File: src/rtl/alu_req_arbiter_pkg.sv
// Shared definitions for the two-requester ALU arbiter: opcode values,
// instruction-word field positions and the control FSM state set.
package alu_req_arbiter_pkg;

    localparam int unsigned WORD_W = 12;
    localparam int unsigned DATA_W = 8;
    localparam int unsigned WAIT_W = 8;

    // Instruction word layout: [11:8] opcode, [7:4] operand A, [3:0] operand B
    localparam int unsigned OP_MSB = 11;
    localparam int unsigned OP_LSB = 8;
    localparam int unsigned A_MSB  = 7;
    localparam int unsigned A_LSB  = 4;
    localparam int unsigned B_MSB  = 3;
    localparam int unsigned B_LSB  = 0;

    localparam logic [3:0] OP_ADD = 4'h1;
    localparam logic [3:0] OP_SUB = 4'h2;
    localparam logic [3:0] OP_MUL = 4'h3;
    localparam logic [3:0] OP_DIV = 4'h4;
    localparam logic [3:0] OP_CMP = 4'h5;

    typedef enum logic [2:0] {
        ST_IDLE   = 3'd0,
        ST_LOAD_A = 3'd1,
        ST_LOAD_B = 3'd2,
        ST_EXEC   = 3'd3,
        ST_WAIT   = 3'd4,
        ST_RESP   = 3'd5
    } state_e;

    function automatic logic is_legal_op(input logic [3:0] op);
        return (op == OP_ADD) || (op == OP_SUB) || (op == OP_MUL) ||
               (op == OP_DIV) || (op == OP_CMP);
    endfunction

endpackage

File: src/rtl/alu_req_arbiter_if.sv
// Request, response and datapath bus of the ALU arbiter.
// master: the arbiter side; slave: requesters, response consumer, datapath.
interface alu_req_arbiter_if;
    import alu_req_arbiter_pkg::*;

    logic              req0_valid;
    logic [WORD_W-1:0] req0_word;
    logic              req0_ready;
    logic              req1_valid;
    logic [WORD_W-1:0] req1_word;
    logic              req1_ready;

    logic              rsp_valid;
    logic              rsp_ready;
    logic              rsp_id;
    logic [DATA_W-1:0] rsp_data;
    logic              rsp_err;

    logic [WORD_W-1:0] dp_data;
    logic              ldA;
    logic              ldB;
    logic              aCmp;
    logic              aAdd;
    logic              aSub;
    logic              aDiv;
    logic              aMul;
    logic [DATA_W-1:0] dp_result;

    modport master (
        input  req0_valid, req0_word, req1_valid, req1_word, rsp_ready, dp_result,
        output req0_ready, req1_ready, rsp_valid, rsp_id, rsp_data, rsp_err,
               dp_data, ldA, ldB, aCmp, aAdd, aSub, aDiv, aMul
    );

    modport slave (
        output req0_valid, req0_word, req1_valid, req1_word, rsp_ready, dp_result,
        input  req0_ready, req1_ready, rsp_valid, rsp_id, rsp_data, rsp_err,
               dp_data, ldA, ldB, aCmp, aAdd, aSub, aDiv, aMul
    );

endinterface

File: src/rtl/alu_req_arbiter_rr_grant.sv
// Two-way round-robin grant: the pointer names the favoured requester and
// only matters when both are valid.
module alu_rr_grant (
    input  logic i_valid0,
    input  logic i_valid1,
    input  logic i_ptr,
    output logic o_grant,
    output logic o_id
);

    // Pick the favoured requester on contention, otherwise whoever is valid
    always_comb begin
        o_grant = i_valid0 | i_valid1;
        if (i_valid0 && i_valid1) begin
            o_id = i_ptr;
        end else begin
            o_id = i_valid1;
        end
    end

endmodule

File: src/rtl/alu_req_arbiter.sv
// Round-robin arbiter sequencing two requesters' instruction words through a
// multi-cycle ALU datapath (load A, load B, execute, wait, respond).
// Optional macro ALU_ARB_DIVZERO_EN: reject DIV with operand B == 0 as an
// error response (rsp_data 8'hFF) instead of issuing it.
module alu_req_arbiter
    import alu_req_arbiter_pkg::*;
#(
    parameter int unsigned MUL_CYCLES = 2,
    parameter int unsigned DIV_CYCLES = 4
) (
    input  logic               clk,
    input  logic               reset,
    alu_req_arbiter_if.master  bus
);

    state_e             r_state;
    logic               r_rr_ptr;
    logic [3:0]         r_op;
    logic [WAIT_W-1:0]  r_wait_cnt;
    logic               r_rsp_valid;
    logic               r_rsp_id;
    logic [DATA_W-1:0]  r_rsp_data;
    logic               r_rsp_err;
    logic [WORD_W-1:0]  r_dp_data;
    logic               r_ldA;
    logic               r_ldB;
    logic               r_aCmp;
    logic               r_aAdd;
    logic               r_aSub;
    logic               r_aDiv;
    logic               r_aMul;

    logic               w_grant;
    logic               w_gnt_id;
    logic [WORD_W-1:0]  w_sel_word;
    logic [3:0]         w_sel_op;
    logic               w_divzero;
    logic               w_issue;
    logic [DATA_W-1:0]  w_err_data;
    logic [WAIT_W-1:0]  w_wait_load;
    logic               w_accept;

    alu_rr_grant u_rr_grant (
        .i_valid0 (bus.req0_valid),
        .i_valid1 (bus.req1_valid),
        .i_ptr    (r_rr_ptr),
        .o_grant  (w_grant),
        .o_id     (w_gnt_id)
    );

    // Decode the granted word: issue legality, error payload, wait length
    always_comb begin
        w_sel_word = w_gnt_id ? bus.req1_word : bus.req0_word;
        w_sel_op   = w_sel_word[OP_MSB:OP_LSB];
`ifdef ALU_ARB_DIVZERO_EN
        w_divzero  = (w_sel_op == OP_DIV) && (w_sel_word[B_MSB:B_LSB] == 4'h0);
`else
        w_divzero  = 1'b0;
`endif
        w_issue    = is_legal_op(w_sel_op) && !w_divzero;
        w_err_data = w_divzero ? 8'hFF : 8'h00;
        w_accept   = reset && (r_state == ST_IDLE) && w_grant;
        case (r_op)
            OP_MUL:  w_wait_load = WAIT_W'(MUL_CYCLES - 1);
            OP_DIV:  w_wait_load = WAIT_W'(DIV_CYCLES - 1);
            default: w_wait_load = '0;
        endcase
    end

    // Control FSM; every bus output except the ready pulses is a register
    always_ff @(posedge clk) begin
        if (!reset) begin
            r_state     <= ST_IDLE;
            r_rr_ptr    <= 1'b0;
            r_op        <= '0;
            r_wait_cnt  <= '0;
            r_rsp_valid <= 1'b0;
            r_rsp_id    <= 1'b0;
            r_rsp_data  <= '0;
            r_rsp_err   <= 1'b0;
            r_dp_data   <= '0;
            r_ldA       <= 1'b0;
            r_ldB       <= 1'b0;
            r_aCmp      <= 1'b0;
            r_aAdd      <= 1'b0;
            r_aSub      <= 1'b0;
            r_aDiv      <= 1'b0;
            r_aMul      <= 1'b0;
        end else begin
            r_ldA  <= 1'b0;
            r_ldB  <= 1'b0;
            r_aCmp <= 1'b0;
            r_aAdd <= 1'b0;
            r_aSub <= 1'b0;
            r_aDiv <= 1'b0;
            r_aMul <= 1'b0;
            case (r_state)
                ST_IDLE: begin
                    if (w_grant) begin
                        r_op     <= w_sel_op;
                        r_rsp_id <= w_gnt_id;
                        r_rr_ptr <= ~w_gnt_id;
                        if (w_issue) begin
                            r_state   <= ST_LOAD_A;
                            r_ldA     <= 1'b1;
                            r_dp_data <= w_sel_word;
                        end else begin
                            r_state     <= ST_RESP;
                            r_rsp_valid <= 1'b1;
                            r_rsp_err   <= 1'b1;
                            r_rsp_data  <= w_err_data;
                        end
                    end
                end
                ST_LOAD_A: begin
                    r_state <= ST_LOAD_B;
                    r_ldB   <= 1'b1;
                end
                ST_LOAD_B: begin
                    r_state <= ST_EXEC;
                    case (r_op)
                        OP_ADD:  r_aAdd <= 1'b1;
                        OP_SUB:  r_aSub <= 1'b1;
                        OP_MUL:  r_aMul <= 1'b1;
                        OP_DIV:  r_aDiv <= 1'b1;
                        OP_CMP:  r_aCmp <= 1'b1;
                        default: ;
                    endcase
                end
                ST_EXEC: begin
                    r_state    <= ST_WAIT;
                    r_wait_cnt <= w_wait_load;
                    r_dp_data  <= '0;
                end
                ST_WAIT: begin
                    if (r_wait_cnt == '0) begin
                        r_state     <= ST_RESP;
                        r_rsp_valid <= 1'b1;
                        r_rsp_err   <= 1'b0;
                        r_rsp_data  <= bus.dp_result;
                    end else begin
                        r_wait_cnt <= r_wait_cnt - 1'b1;
                    end
                end
                ST_RESP: begin
                    if (bus.rsp_ready) begin
                        r_state     <= ST_IDLE;
                        r_rsp_valid <= 1'b0;
                    end
                end
                default: r_state <= ST_IDLE;
            endcase
        end
    end

    assign bus.req0_ready = w_accept && !w_gnt_id;
    assign bus.req1_ready = w_accept &&  w_gnt_id;
    assign bus.rsp_valid  = r_rsp_valid;
    assign bus.rsp_id     = r_rsp_id;
    assign bus.rsp_data   = r_rsp_data;
    assign bus.rsp_err    = r_rsp_err;
    assign bus.dp_data    = r_dp_data;
    assign bus.ldA        = r_ldA;
    assign bus.ldB        = r_ldB;
    assign bus.aCmp       = r_aCmp;
    assign bus.aAdd       = r_aAdd;
    assign bus.aSub       = r_aSub;
    assign bus.aDiv       = r_aDiv;
    assign bus.aMul       = r_aMul;

endmodule

File: src/flat_wrapper.sv
// flat-port wrapper written by rule: the top's interface ports become plain ports
module alu_req_arbiter_flat import alu_req_arbiter_pkg::*;
#(
    parameter int unsigned MUL_CYCLES = 2,
    parameter int unsigned DIV_CYCLES = 4
)
  (clk, reset, bus_req0_valid, bus_req0_word, bus_req1_valid, bus_req1_word, bus_rsp_ready, bus_dp_result, bus_req0_ready, bus_req1_ready, bus_rsp_valid, bus_rsp_id, bus_rsp_data, bus_rsp_err, bus_dp_data, bus_ldA, bus_ldB, bus_aCmp, bus_aAdd, bus_aSub, bus_aDiv, bus_aMul);
  alu_req_arbiter_if bus_i ();
  input  logic clk;
  input  logic reset;
  input wire logic [$bits(bus_i.req0_valid)-1:0] bus_req0_valid;
  input wire logic [$bits(bus_i.req0_word)-1:0] bus_req0_word;
  input wire logic [$bits(bus_i.req1_valid)-1:0] bus_req1_valid;
  input wire logic [$bits(bus_i.req1_word)-1:0] bus_req1_word;
  input wire logic [$bits(bus_i.rsp_ready)-1:0] bus_rsp_ready;
  input wire logic [$bits(bus_i.dp_result)-1:0] bus_dp_result;
  output wire logic [$bits(bus_i.req0_ready)-1:0] bus_req0_ready;
  output wire logic [$bits(bus_i.req1_ready)-1:0] bus_req1_ready;
  output wire logic [$bits(bus_i.rsp_valid)-1:0] bus_rsp_valid;
  output wire logic [$bits(bus_i.rsp_id)-1:0] bus_rsp_id;
  output wire logic [$bits(bus_i.rsp_data)-1:0] bus_rsp_data;
  output wire logic [$bits(bus_i.rsp_err)-1:0] bus_rsp_err;
  output wire logic [$bits(bus_i.dp_data)-1:0] bus_dp_data;
  output wire logic [$bits(bus_i.ldA)-1:0] bus_ldA;
  output wire logic [$bits(bus_i.ldB)-1:0] bus_ldB;
  output wire logic [$bits(bus_i.aCmp)-1:0] bus_aCmp;
  output wire logic [$bits(bus_i.aAdd)-1:0] bus_aAdd;
  output wire logic [$bits(bus_i.aSub)-1:0] bus_aSub;
  output wire logic [$bits(bus_i.aDiv)-1:0] bus_aDiv;
  output wire logic [$bits(bus_i.aMul)-1:0] bus_aMul;
  assign bus_i.req0_valid = bus_req0_valid;
  assign bus_i.req0_word = bus_req0_word;
  assign bus_i.req1_valid = bus_req1_valid;
  assign bus_i.req1_word = bus_req1_word;
  assign bus_i.rsp_ready = bus_rsp_ready;
  assign bus_i.dp_result = bus_dp_result;
  assign bus_req0_ready = bus_i.req0_ready;
  assign bus_req1_ready = bus_i.req1_ready;
  assign bus_rsp_valid = bus_i.rsp_valid;
  assign bus_rsp_id = bus_i.rsp_id;
  assign bus_rsp_data = bus_i.rsp_data;
  assign bus_rsp_err = bus_i.rsp_err;
  assign bus_dp_data = bus_i.dp_data;
  assign bus_ldA = bus_i.ldA;
  assign bus_ldB = bus_i.ldB;
  assign bus_aCmp = bus_i.aCmp;
  assign bus_aAdd = bus_i.aAdd;
  assign bus_aSub = bus_i.aSub;
  assign bus_aDiv = bus_i.aDiv;
  assign bus_aMul = bus_i.aMul;
  alu_req_arbiter #(.MUL_CYCLES(MUL_CYCLES), .DIV_CYCLES(DIV_CYCLES)) u_core (.clk(clk), .reset(reset), .bus(bus_i));
endmodule
File: config.mk
export PLATFORM = sky130hd
export DESIGN_NAME = alu_req_arbiter_flat
export DESIGN_NICKNAME = d
export VERILOG_FILES = /design/src/rtl/alu_req_arbiter_pkg.sv /design/src/rtl/alu_req_arbiter_if.sv /design/src/rtl/alu_req_arbiter_rr_grant.sv /design/src/rtl/alu_req_arbiter.sv /design/src/flat_wrapper.sv
export SDC_FILE = /design/constraint.sdc
export NUM_CORES = 1
export LEC_CHECK = 0
export CELL_PAD_IN_SITES_DETAIL_PLACEMENT = 2
export CELL_PAD_IN_SITES_GLOBAL_PLACEMENT = 2
export CORE_ASPECT_RATIO = 0.7
export CORE_MARGIN = 4
export CORE_UTILIZATION = 25
export CTS_BUF_LIST = sky130_fd_sc_hd__clkbuf_8
export DETAILED_ROUTE_END_ITERATION = 8
export GPL_TIMING_DRIVEN = 0
export PLACE_DENSITY_LB_ADDON = 0.1
export SLEW_MARGIN = 20
export SYNTH_ARGS = -nofsm -noshare
export SYNTH_HDL_FRONTEND = slang
export SYNTH_SLANG_ARGS = --single-unit
File: constraint.sdc
create_clock -name clk -period 3.6 [get_ports clk]
set_input_delay 0.54 -clock clk [delete_from_list [all_inputs] [get_ports clk]]
set_output_delay 0.54 -clock clk [all_outputs]
set_load 0.05 [all_outputs]
; ---- Word level (Yosys, flattened, before mapping)
; Index checks and enable logic that the tools add are counted.
[totals]
reg_bits = 46
input_bits = 37
out_inout_bits = 32
elab_cells = 95
[op_classes]
add_sub_neg = 1
n_eq_ne = 21
muxes = 31
bitwise = 2
n_reduce_logical = 24
[op_table]
columns = cell, count
row1 = 12-bit two-way mux, 3
row2 = 8-bit two-way mux, 4
row3 = 8-bit case mux with 2 select lines, 2
row4 = 12-bit case mux with 2 select lines, 1
row5 = 3-bit case mux with 6 select lines, 1
row6 = "4-bit by 2-bit == test with 1-bit output, second input constant", 4
row7 = "4-bit by 3-bit == test with 1-bit output, second input constant", 4
row8 = 1-bit two-way mux, 13
row9 = 3-bit two-way mux, 4
row10 = 3-bit AND reduction, 3
row11 = "4-bit by 1-bit == test with 1-bit output, second input constant", 2
row12 = 8-bit zero test, 1
row13 = "8-bit by 1-bit subtractor with 8-bit output, second input constant", 1
row14 = "3-bit by 2-bit == test with 1-bit output, second input constant", 2
row15 = "3-bit == test, second input constant", 2
row16 = "2-bit by 1-bit != test with 1-bit output, second input constant", 3
row17 = "2-bit != test, second input constant", 3
row18 = 2-bit AND reduction, 3
row19 = 2-bit nonzero test, 3
row20 = 1-bit logical AND, 5
row21 = 5-bit AND reduction, 1
row22 = 1-bit logical OR, 4
row23 = 2-bit case mux with 2 select lines, 1
row24 = 4-bit AND reduction, 1
row25 = 8 further kinds, 8

; ---- Longest topological paths before layout
[depth]
depth_word = 11
mapped_depth = 7
depth_no_buf = 7

; ---- Cells and area by module
; A second synthesis with hierarchy kept.
[hier_totals]
cells_unflattened = 230
area_unflattened_um2 = 2152.1
[modules_own_cells]
columns = module, n_inst, cells_each, area_per_inst_um2, seq_area_each_um2
row1 = alu_req_arbiter, 1, 227, 2134.5, 920.9
row2 = alu_rr_grant, 1, 3, 17.5, 0.0

; ---- Worst setup path before layout
; No wires, ideal clock.
[synth_timing]
path_kind = reg2out
from = register u_core.r_state[0]
to = output port bus_req1_ready
t_arrival_ns = 1.700
required_ns = 3.060
setup_slack_ns = 1.360
path_stages_with_launch = 5
path_buffers = 1
cell_sequence = dfxtp_1 > buf_2 > nor3_1 > nand2_1 > nor2_1
[synth_between]
elab_chain_len = 4
[synth_rtl]
columns = element, line
row1 = start: declaration, alu_req_arbiter.sv:16  ; state_e r_state;
row2 = start signal: assignment, alu_req_arbiter.sv:73  ; r_state <= ST_IDLE;
row3 = start signal: assignment, alu_req_arbiter.sv:104  ; r_state <= ST_LOAD_A;
row4 = start signal: assignment, alu_req_arbiter.sv:108  ; r_state <= ST_RESP;
row5 = 3-bit zero test, alu_req_arbiter.sv:62  ; w_accept = reset && (r_state == ST_IDLE) && w_grant;
row6 = 1-bit logical AND (2 in a row), alu_req_arbiter.sv:62
row7 = 1-bit logical AND, alu_req_arbiter.sv:157  ; assign bus.req1_ready = w_accept && w_gnt_id;
row8 = end: declaration, flat_wrapper.sv:18  ; output wire logic [$bits(bus_i.req1_ready)-1:0] bus_req1_ready;
; No other way between the ends.

; ---- Worst setup path in the final report
[layout_timing]
from = input port bus_req1_valid
to = output port bus_req0_ready
[layout_between]
elab_chain_len = 4
word_cells_on_any_way = 6
classes_between = 1 x mux / 1 x bitwise / 4 x reduce/logical
[layout_rtl]
columns = element, line
row1 = start: declaration, flat_wrapper.sv:13  ; input wire logic [$bits(bus_i.req1_valid)-1:0] bus_req1_valid;
row2 = 1-bit logical AND, alu_req_arbiter_rr_grant.sv:14  ; if (i_valid0 && i_valid1) begin
row3 = 1-bit two-way mux, alu_req_arbiter_rr_grant.sv:14
row4 = 1-bit zero test, alu_req_arbiter.sv:156  ; assign bus.req0_ready = w_accept && !w_gnt_id;
row5 = 1-bit logical AND *, alu_req_arbiter.sv:156
row6 = end: declaration, flat_wrapper.sv:17  ; output wire logic [$bits(bus_i.req0_ready)-1:0] bus_req0_ready;
; Every way passes the cells marked *; elsewhere a longest branch is shown, timed or not.

==> flow_summary.ini <==
[die]
placementRows = 27
top_level_ports = 69
chipHeight_um = 85.5
dieWidth_um = 119
placeableCoreArea_um2 = 8110
initial_core_util = 0.264
die_area_um2 = 10100

[clock_network]
postCtsResizedCells = 0
tritoncts.num_buffers = 5
cell_at_the_root_of_the_clock_tree = clkbuf_8
clk_pin_slew_worst_paths_ns = 0.08
max_clock_buf_depth = 2
numClockSinks = 46
cts.hold.buffers_added = 0
tritoncts = built
clock_insertion_delay_worst_skew_ns = 0.31
htreeDepth = 2
post_cts_setup_buffer_count = 0

[synth]
syn_nets = 285
asyncSetResetFlopFracSynth = 0
synthMuxAreaShare = 0.0724
post_synth_most_frequent_cells = dfxtp_1 (46), nand2_1 (36), nor2_1 (24)
synth.distinct_cells = 51
ys_top_cells_by_area = dfxtp_1 (43%), nand2_1 (6.3%), mux2_2 (4.7%), nor2_1 (4.2%), o21ai_0 (2.8%)
synth.yosys.warnings = 0
synth_top_family_by_area = simple AND/OR/NAND/NOR gates
yosys.area_share.xor_xnor = 0.0163
synth-seq-area-share = 0.430
synth_fa_ha_area_frac = 0.0117
yosysMostFrequentCell = dfxtp_1
synth-simple-area-share = 0.225
avgSynthCellArea_um2 = 8.71
netlist.top_cell.by_area = dfxtp_1
syn_area_um2 = 2140
top_ff_cell_synth = dfxtp_1
post_synthesis_instance_total = 246
synth.top_cell.area_share = 0.430
synth-compound-area-share = 0.205
yosys_register_bits = 46
synth-edff-count = 0

[worst_setup_path]
cp_data_required_time_ns = 3.06
crit_path_max_fanout = 10
regToRegSetupSlack_ns = 1.12
r2r-end = u_core.bus.rsp_data[7]
timing_worst_setup_path_type = primary input to output port
critPathCaptureType = output port
timing.rr.start = u_core.r_wait_cnt[0]
worst-r2r-cell-count = 6
worst-endpoint-arrival_ns = 2.88
worstSetupStartpointType = primary input

[cells_and_area]
instances_no_fill = 422
antenna-diode-count = 0
nNetsFinal = 359
post_route_cells_drive_above_1_share = 0.0903
flow.area_growth_from_synthesis_pct = 42.6

[placement]
place_worst_setup_slack_ns = 0.0431
routabilityCongestion = 0.698
placed_cells_incl_taps = 415
port_buffers = 68
dp_hpwl_mm = 5.62

[status]
outcome = completed

[route]
detailedRoute.firstIterationViolations = 51
drt-wirelength-per-cell_um = 17.6
route.vias.total = 2108
ant_nets = 0
routed_wl_mm = 7.42
vias_per_cell = 5.00
detailedRoute.firstPassIterationCount = 4
post_route_drc_violation_count = 0

[sta]
finalHoldViolCount = 0
fin_crit_sh = 0.951
fin_hold_ws_ns = 0.464
layout_setup_ws_ns = 0.176
grt_setup_unrepaired = false
setup_viol = 0
finClkSkew_ns = 0.0126
finalCriticalPeriod_ns = 3.42
final-max-slew-violation-count = 0
fmax_mhz = 292
totalNegativeSetupSlack_ns = 0
slew_headroom = 0.437
tightestPinTransition_ns = 0.838

[pwr]
report.power.total_mw = 2.20
pwr_density_cell_nw_per_um2 = 719
p_comb_frac = 0.491
power.ir.vdd_worst_v = 0.000215
internal_power_mw = 1.22
switching_power_mw = 0.983
clkPwrFrac = 0.179
p_sw_frac = 0.447
share_of_power_burned_in_registers = 0.330
leakage_nw = 1.14

[global_route]
grt_pass1_vias = 2310
grt_antenna_before_repair = 0
grt_pass1_wl_mm = 12.2
grt.total_usage = 0.153
globalRouteOverflowTotal = 0
grt_start_max_net_pins = 15

[run]
cap_viol_max_count = 0

[min_path]
hold_class = flip-flop to flip-flop
holdPathEnd = u_core.bus.dp_data[2]
worst_hold_path.num_cells = 2
hold_path.startpoint = u_core.bus.dp_data[2]
power groups by stage:
stage	sequential, mW	clock, mW	combinational [mW]
floorplan	0.902	0	0.549
global placement	0.731	0	1.06
detailed placement	0.736	0	1.08
CTS	0.727	0.408	1.09
global route	0.749	0.438	1.18
finish	0.726	0.393	1.08
how the worst max path moves through the flow:
stage                                 to  depth (start not counted)  slack [ns]         startpoint
final                     bus_req0_ready                          6        0.18     bus_req1_valid
after global routing      bus_req0_ready                          6        0.06     bus_req1_valid
after CTS                 bus_req0_ready                          6        0.03     bus_req0_valid
after floorplan           bus_req1_ready                          4        1.36  u_core.r_state[0]
after global placement    bus_req0_ready                          6        0.02     bus_req0_valid
after detailed placement  bus_req0_ready                          6        0.04     bus_req0_valid
sequential cells by signal, indices dropped and copies added (netlist names), 3 cells and up:
signal	count
u_core.bus.dp_data	12
u_core.bus.rsp_data	8
u_core.r_wait_cnt	8
u_core.r_op	4
u_core.r_state	3
cell usage in the layout (no fill, tap or decap), types with 5 or more instances in the layout:
cell and instances:
o21ai_0 12, nor3_1 6, nor2_1 24, clkdlybuf4s50_1 68
mux2_2 9, nand2_1 36, clkbuf_1 10, a211oi_1 7
nand4_1 8, a21oi_1 11, dfxtp_1 46, clkbuf_8 5
o22ai_1 9, nand2b_1 6
worst max-delay path, stage by stage:
cell,delay (ns)
clkdlybuf4s50_1,0.58
nor2_1,0.13
nor2_1,0.16
clkbuf_1,0.42
and3_1,0.23
clkdlybuf4s50_1,0.81
layout make-up:
type / instances / area (um2)
Fill cell: 886 / 5050
Tap cell: 101 / 126
Timing Repair Buffer: 68 / 681
Clock buffer: 5 / 68.8
Buffer: 14 / 60.1
Clock inverter: 3 / 40.0
Sequential cell: 46 / 921
Multi-Input combinational cell: 179 / 1140
Inverter: 6 / 22.5
layer usage:
metal,vias to the layer above,part of all wire,track usage
met5,-,0,0
met4,0,0.011,0.0410
met3,8,0.059,0.0526
met2,50,0.42,0.230
met1,1019,0.51,0.207
li1,1031,-,-
cell families (layout without fill, tap and decap cells):
family                   Yosys count  after routing
AO/OA/AOI/OAI                     61             61
XOR/XNOR                           4              4
adder cells (fa/ha/maj)            2              2
buffers and inverters             21             96
flip-flops                        46             46
multiplexers                      14             14
AND/OR/NAND/NOR                   98             98
through the flow:
step,area [um2],utilization
floorplan,2140,-
global placement,2950,0.364
detailed placement,2950,0.364
CTS,3060,0.377
global route,3060,0.377
finish,3060,0.377
Note: power is estimated with default switching activity, not from simulation.
==> variant 1 (same flow settings) <==
Add a define of `ALU_ARB_DIVZERO_EN`.
--- a/src/rtl/alu_req_arbiter.sv
+++ b/src/rtl/alu_req_arbiter.sv
@@ -4,2 +4,4 @@
 // error response (rsp_data 8'hFF) instead of issuing it.
+`define ALU_ARB_DIVZERO_EN
+
 module alu_req_arbiter
Formal check against the unedited RTL: not equivalent (a bounded check fails within 4 cycles, from zero or initial values and one cycle with reset low).
==> variant 1 against the original RTL <==
- synthesized area up 1.1%
- total power up 15%
- critical path depth down 1
- die area up 1.0%
- sequential cell count unchanged
- cell area up 0.90%
- utilization down 1.2 points
- global-route usage down 1.1 points
- wire length down 5.5%
- first-iteration DRC count up 80%
- worst setup slack better by 220 ps
- non-clock buffer count down 5
- count of clock-buffer cells in the layout unchanged
==> variant 1: results (changes against the original RTL) <==
Outcome: finished, final reports clean
Placed wire-length estimate: 5510 µm (-2.0%)
Post-synth ARST share: 0% (unchanged)
H-tree level count: 2 (unchanged)
Share of cells above drive strength 1: 12.2% (+3.1 points)
Worst hold stages: 1 (-1)
Iter 0 DRT Violations: 92 (+80%)
R2R depth: 6 (unchanged)
Sequential element share of the synthesized area: 42.5% (-0.47 points)
Largest net degree at the start of global routing: 14 (-1)
Drt total wl: 7010 µm (-5.5%)
Post-CTS repair timing setup buffer count: 0 (unchanged)
Critical path's largest stage delay: 870 ps (+60 ps)
Final net count: 342 (-4.7%)
Vias in the first global route: 2,057 (-11%)
Primary FF master, synth: dfxtp_1
Post-Route Skew: 9.89 ps (-2.69 ps)
Post-place setup slack: 379 ps (+336 ps)
Syn. warnings: 0 (unchanged)
Non-filler cells, final: 424 (+0.47%)
Instance count of the mapped netlist: 230 (-6.5%)
Antenna-violating nets left: 0 (unchanged)
Commonest cells post-synth: dfxtp_1 (46), nor2_1 (28), and2_1 (20)
RePlAce Congestion: 0.726 (+4.0%)
PostCTS Resize Cnt: 0 (unchanged)
CTS root buffer: clkbuf_8
Syn nets: 269 (-5.6%)
CTS buffer count: 5 (unchanged)
Number of port buffers: 66 (-2.9%)
Post-synth top area share: 42.5% (-0.47 points)
Max FFs per register: 12 (unchanged)
CP max FO: 6 (-4)
Mean number of vias per cell: 4.74 (-5.1%)
Placed cell count: 416 (+0.24%)
GRT Total Usage: 14.1% (-1.1 points)
Clk_lat worst skew: 310 ps (about the same)
Peak supply drop: 0.278 mV (+29%)
Initial antenna violation count: 0 (unchanged)
Distinct cells, synth: 52 (+2.0%)
# diodes: 0 (unchanged)
Clock transition at path regs: 90 ps
Worst Path Arrival: 2660 ps (-220 ps)
First-pass GRT wire length: 11,400 µm (-7.1%)
Hold Path Class: flop to flop
Cell Area, Placed: 0.00298 mm² (+0.93%)
Area contributors post-synth: dfxtp_1 (42%), and2_1 (5.8%), a221o_1 (5.1%), nor2_1 (4.8%), o221a_2 (4.2%)
DRT Pass-1 Iters: 4 (unchanged)
Top delay family on crit path: buffers and inverters
Leakage power: 1.17 nW (+2.2%)
Slew Limit Headroom: 42.5% (-1.2 points)
[variant 1: cell types whose count changed in the layout (fill, tap and decap cells not counted), sizes merged, moves of 8 or more]
cell    unedited run  this run
o22ai              9         0
nand2             36         8
clkbuf            16         7
a221o              0        11
and2               1        21
mux2               9         0
o221a              0         8
[variant 1: report_power, final]
part           switching [mW]  total (mW)  internal [mW]
clock                   0.188       0.390          0.203
sequential              0.125       0.798          0.673
combinational           0.831        1.35          0.518
[variant 1: stage by stage]
| stage | utilization, % | hold slack (ps) |
|---|---|---|
| final | 36.5 | 474 |
| after global routing | 36.5 | 514 |
| after CTS | 36.5 | 481 |
| after detailed placement | 35.3 | 454 |
| after global placement | 35.3 | 443 |
| after floorplan | - | 458 |
[variant 1: logic make-up (layout without fill, tap and decap cells)]
family / count (synthesis) / after routing / share of synthesized area (%)
AOI/OAI and AO/OA: 56 / 56 / 22.5
xor gates and xnor gates: 6 / 6 / 2.43
adders and majority gates: 2 / 2 / 1.15
buffers and inverters: 20 / 94 / 5.08
DFF: 46 / 46 / 42.5
muxes: 4 / 4 / 1.85
and+or+nand+nor: 96 / 96 / 24.5
[variant 1: final cells by class]
type / instances / area, µm²
flip-flops and latches: 46 / 921
fillers: 941 / 5360
plain buffers: 11 / 76.3
well taps: 120 / 150
multi-input cells: 164 / 1140
clock buffers: 5 / 68.8
inverters: 9 / 33.8
repair buffers: 66 / 661
clock inverters: 3 / 37.5
[variant 1: per-layer routing]
metal / vias to the layer above / global-route usage [%] / routed length (µm) / part of all wire, %
li1: 989 / - / - / -
met1: 983 / 21.0 / 3760 / 54
met2: 30 / 19.8 / 2910 / 42
met3: 8 / 3.82 / 263 / 3.8
met4: 0 / 4.10 / 73 / 1.0
met5: - / 0 / 0 / 0
[variant 1: worst paths after layout]
check                                            from                             endpoint  slack (ps)
setup / recovery                       bus_req0_valid                       bus_req1_ready         400
hold / removal    u_core.bus.dp_data[11]$_SDFFE_PN0P_  u_core.bus.dp_data[11]$_SDFFE_PN0P_         470
setup reg to reg    u_core.r_wait_cnt[0]$_SDFFE_PN0P_  u_core.bus.rsp_data[0]$_SDFFE_PN0P_        1540
hold reg to reg   u_core.bus.dp_data[11]$_SDFFE_PN0P_  u_core.bus.dp_data[11]$_SDFFE_PN0P_         470
[variant 1: worst reg2reg max path, stage by stage (launching register included)]
cell and delay [ps]:
dfxtp_1 330, inv_1 100, ha_1 150, nor3b_1 550, and3_1 280, o21ai_1 220
o221a_2 340
==> variant 2 (same flow settings) <==
Made on the original files. Re-encode `state_e` (6 states) as one-hot, 6 bits wide.
--- a/src/rtl/alu_req_arbiter_pkg.sv
+++ b/src/rtl/alu_req_arbiter_pkg.sv
@@ -22,9 +22,9 @@
 
-    typedef enum logic [2:0] {
-        ST_IDLE   = 3'd0,
-        ST_LOAD_A = 3'd1,
-        ST_LOAD_B = 3'd2,
-        ST_EXEC   = 3'd3,
-        ST_WAIT   = 3'd4,
-        ST_RESP   = 3'd5
+    typedef enum logic [5:0] {
+        ST_IDLE   = 6'b000001,
+        ST_LOAD_A = 6'b000010,
+        ST_LOAD_B = 6'b000100,
+        ST_EXEC   = 6'b001000,
+        ST_WAIT   = 6'b010000,
+        ST_RESP   = 6'b100000
     } state_e;
Function: no difference found for any inputs over 10 cycles, from zero or initial values and one cycle with reset low; not proved beyond that.
==> variant 2 against the original RTL <==
- synthesized area rose by 15%
- wire length increased by 20%
- count of clock-buffer cells in the layout is 1 higher
- worst setup slack improved by 230 ps
- sequential cell count up 3
- cell area rose by 11%
- first-iteration DRC count is 120% higher
Power is not compared: it rests on default switching activity, and its combinational part moved more than twofold at a synthesized area within 25%.
==> variant 2: results (changes against the original RTL) <==
R2R depth: 7 (+1)
GRT Total Usage: 15.6% (+0.35 points)
Sequential element share of the synthesized area: 39.9% (-3.1 points)
Max FFs per register: 12 (unchanged)
Placed wire-length estimate: 6740 µm (+20%)
Number of port buffers: 68 (unchanged)
RePlAce Congestion: 0.797 (+14%)
Mean number of vias per cell: 5.16 (+3.3%)
Largest net degree at the start of global routing: 14 (-1)
First-pass GRT wire length: 14,500 µm (+18%)
Commonest cells post-synth: dfxtp_1 (49), nand2_1 (23), and3_1 (21)
H-tree level count: 2 (unchanged)
Internal power: 0.882 mW
Outcome: finished, final reports clean
Worst r2r src: u_core.r_state[0]$_SDFFE_PN1P_
Worst hold start: u_core.bus.dp_data[8]$_SDFFE_PN0P_
Reg-to-reg critical path endpoint: u_core.bus.dp_data[5]$_SDFFE_PN0P_
Non-filler cells, final: 485 (+15%)
Least-Margin Pin Slew: 710 ps (-129 ps)
Fill cells: 1,071 (+21%)
R2r setup slk: 1140 ps (+20 ps)
Vias in the first global route: 2,758 (+19%)
Worst Path Arrival: 2660 ps (-220 ps)
Drt total wl: 8870 µm (+20%)
Placed cell count: 478 (+15%)
Distinct cells, synth: 47 (-7.8%)
Iter 0 DRT Violations: 114 (+120%)
Post-Route Skew: 6.95 ps (-5.63 ps)
Min-Delay Endpoint: u_core.bus.dp_data[8]$_SDFFE_PN0P_
Final net count: 400 (+11%)
Share of cells above drive strength 1: 5.82% (-3.2 points)
PostCTS Resize Cnt: 1 (+1)
Clk_lat worst skew: 310 ps (about the same)
Hold Path Class: flop to flop
Instance count of the mapped netlist: 286 (+16%)
Post-CTS repair timing setup buffer count: 0 (unchanged)
Syn nets: 325 (+14%)
Area contributors post-synth: dfxtp_1 (40%), and3_1 (5.3%), mux2i_1 (5.3%), o21ai_0 (4.1%), a21boi_0 (3.7%)
==> variant 2: changes by cell type in the layout (fill, tap and decap cells not counted), moves of 5 or more <==
cell,before,now
a211oi_1,7,2
a21boi_0,1,12
a32o_1,0,8
and3_1,4,21
inv_1,4,11
mux2_2,9,0
mux2i_1,4,13
nand2_1,36,23
nand3b_1,0,5
nand4_1,8,3
nor2_1,24,10
o21ai_0,12,20
o22ai_1,9,0
==> variant 2: kinds of logic (layout without fill, tap and decap cells) <==
family,after synthesis,count (layout),synth area share [%]
muxes,13,13,5.29
adders and majority gates,2,2,1.02
xor gates and xnor gates,1,1,0.356
AOI/OAI and AO/OA,81,81,23.0
DFF,49,49,39.9
and+or+nand+nor,110,110,25.3
buffers and inverters,30,105,5.19
==> variant 2: layer usage <==
layer,share of wire [%],vias up,track usage (%)
li1,-,1210,-
met3,3.8,9,3.99
met2,41,51,23.1
met4,0.98,0,2.95
met1,54,1232,23.0
met5,0,-,0
==> variant 2: worst max-delay path by stage <==
stage | cells past startpoint | end | slack, ps
finish | 6 | bus_req0_ready | 400
global route | 7 | bus_req1_ready | 180
CTS | 6 | bus_req0_ready | 10
global placement | 6 | bus_req0_ready | -250
detailed placement | 6 | bus_req0_ready | -220
floorplan | 3 | bus_req0_ready | 1240
==> variant 2: cell type report <==
| cell class | instances | area [µm²] | area share [%] |
|---|---|---|---|
| Sequential cell | 49 | 981 | 28.9 |
| Timing Repair Buffer | 68 | 686 | 20.2 |
| Multi-Input combinational cell | 207 | 1360 | 40.1 |
| Buffer | 20 | 90.1 | 2.65 |
| Tap cell | 124 | 155 | 4.57 |
| Clock buffer | 6 | 82.6 | 2.43 |
| Inverter | 10 | 37.5 | 1.10 |
| Clock inverter | 1 | 3.75 | 0.110 |
==> variant 2: metrics by stage <==
step | hold slack, ps | cell area [µm²] | power [mW] | TNS [ps] | setup WS [ps]
2_1_floorplan | 451 | 2460 | 0.857 | 0 | 1240
3_3_place_gp | 445 | 3300 | 1.00 | -249 | -249
3_5_place_dp | 459 | 3300 | 1.01 | -221 | -221
4_1_cts | 476 | 3390 | 1.36 | 0 | 12.9
5_1_grt | 494 | 3400 | 1.42 | 0 | 183
6_report | 467 | 3400 | 1.34 | 0 | 404
==> variant 2: worst max-delay path: stages <==
cell	delay (ps)
clkdlybuf4s50_1	520
clkbuf_1	340
nor2_1	210
nor3_2	370
and3_1	230
dlymetal6s2s_1	440
==> variant 2: power by group through the flow <==
stage / combinational, mW / sequential [mW] / clock [mW]
2_1_floorplan: 0.186 / 0.670 / 0
3_3_place_gp: 0.385 / 0.618 / 0
3_5_place_dp: 0.393 / 0.620 / 0
4_1_cts: 0.396 / 0.607 / 0.360
5_1_grt: 0.426 / 0.613 / 0.379
6_report: 0.393 / 0.607 / 0.340
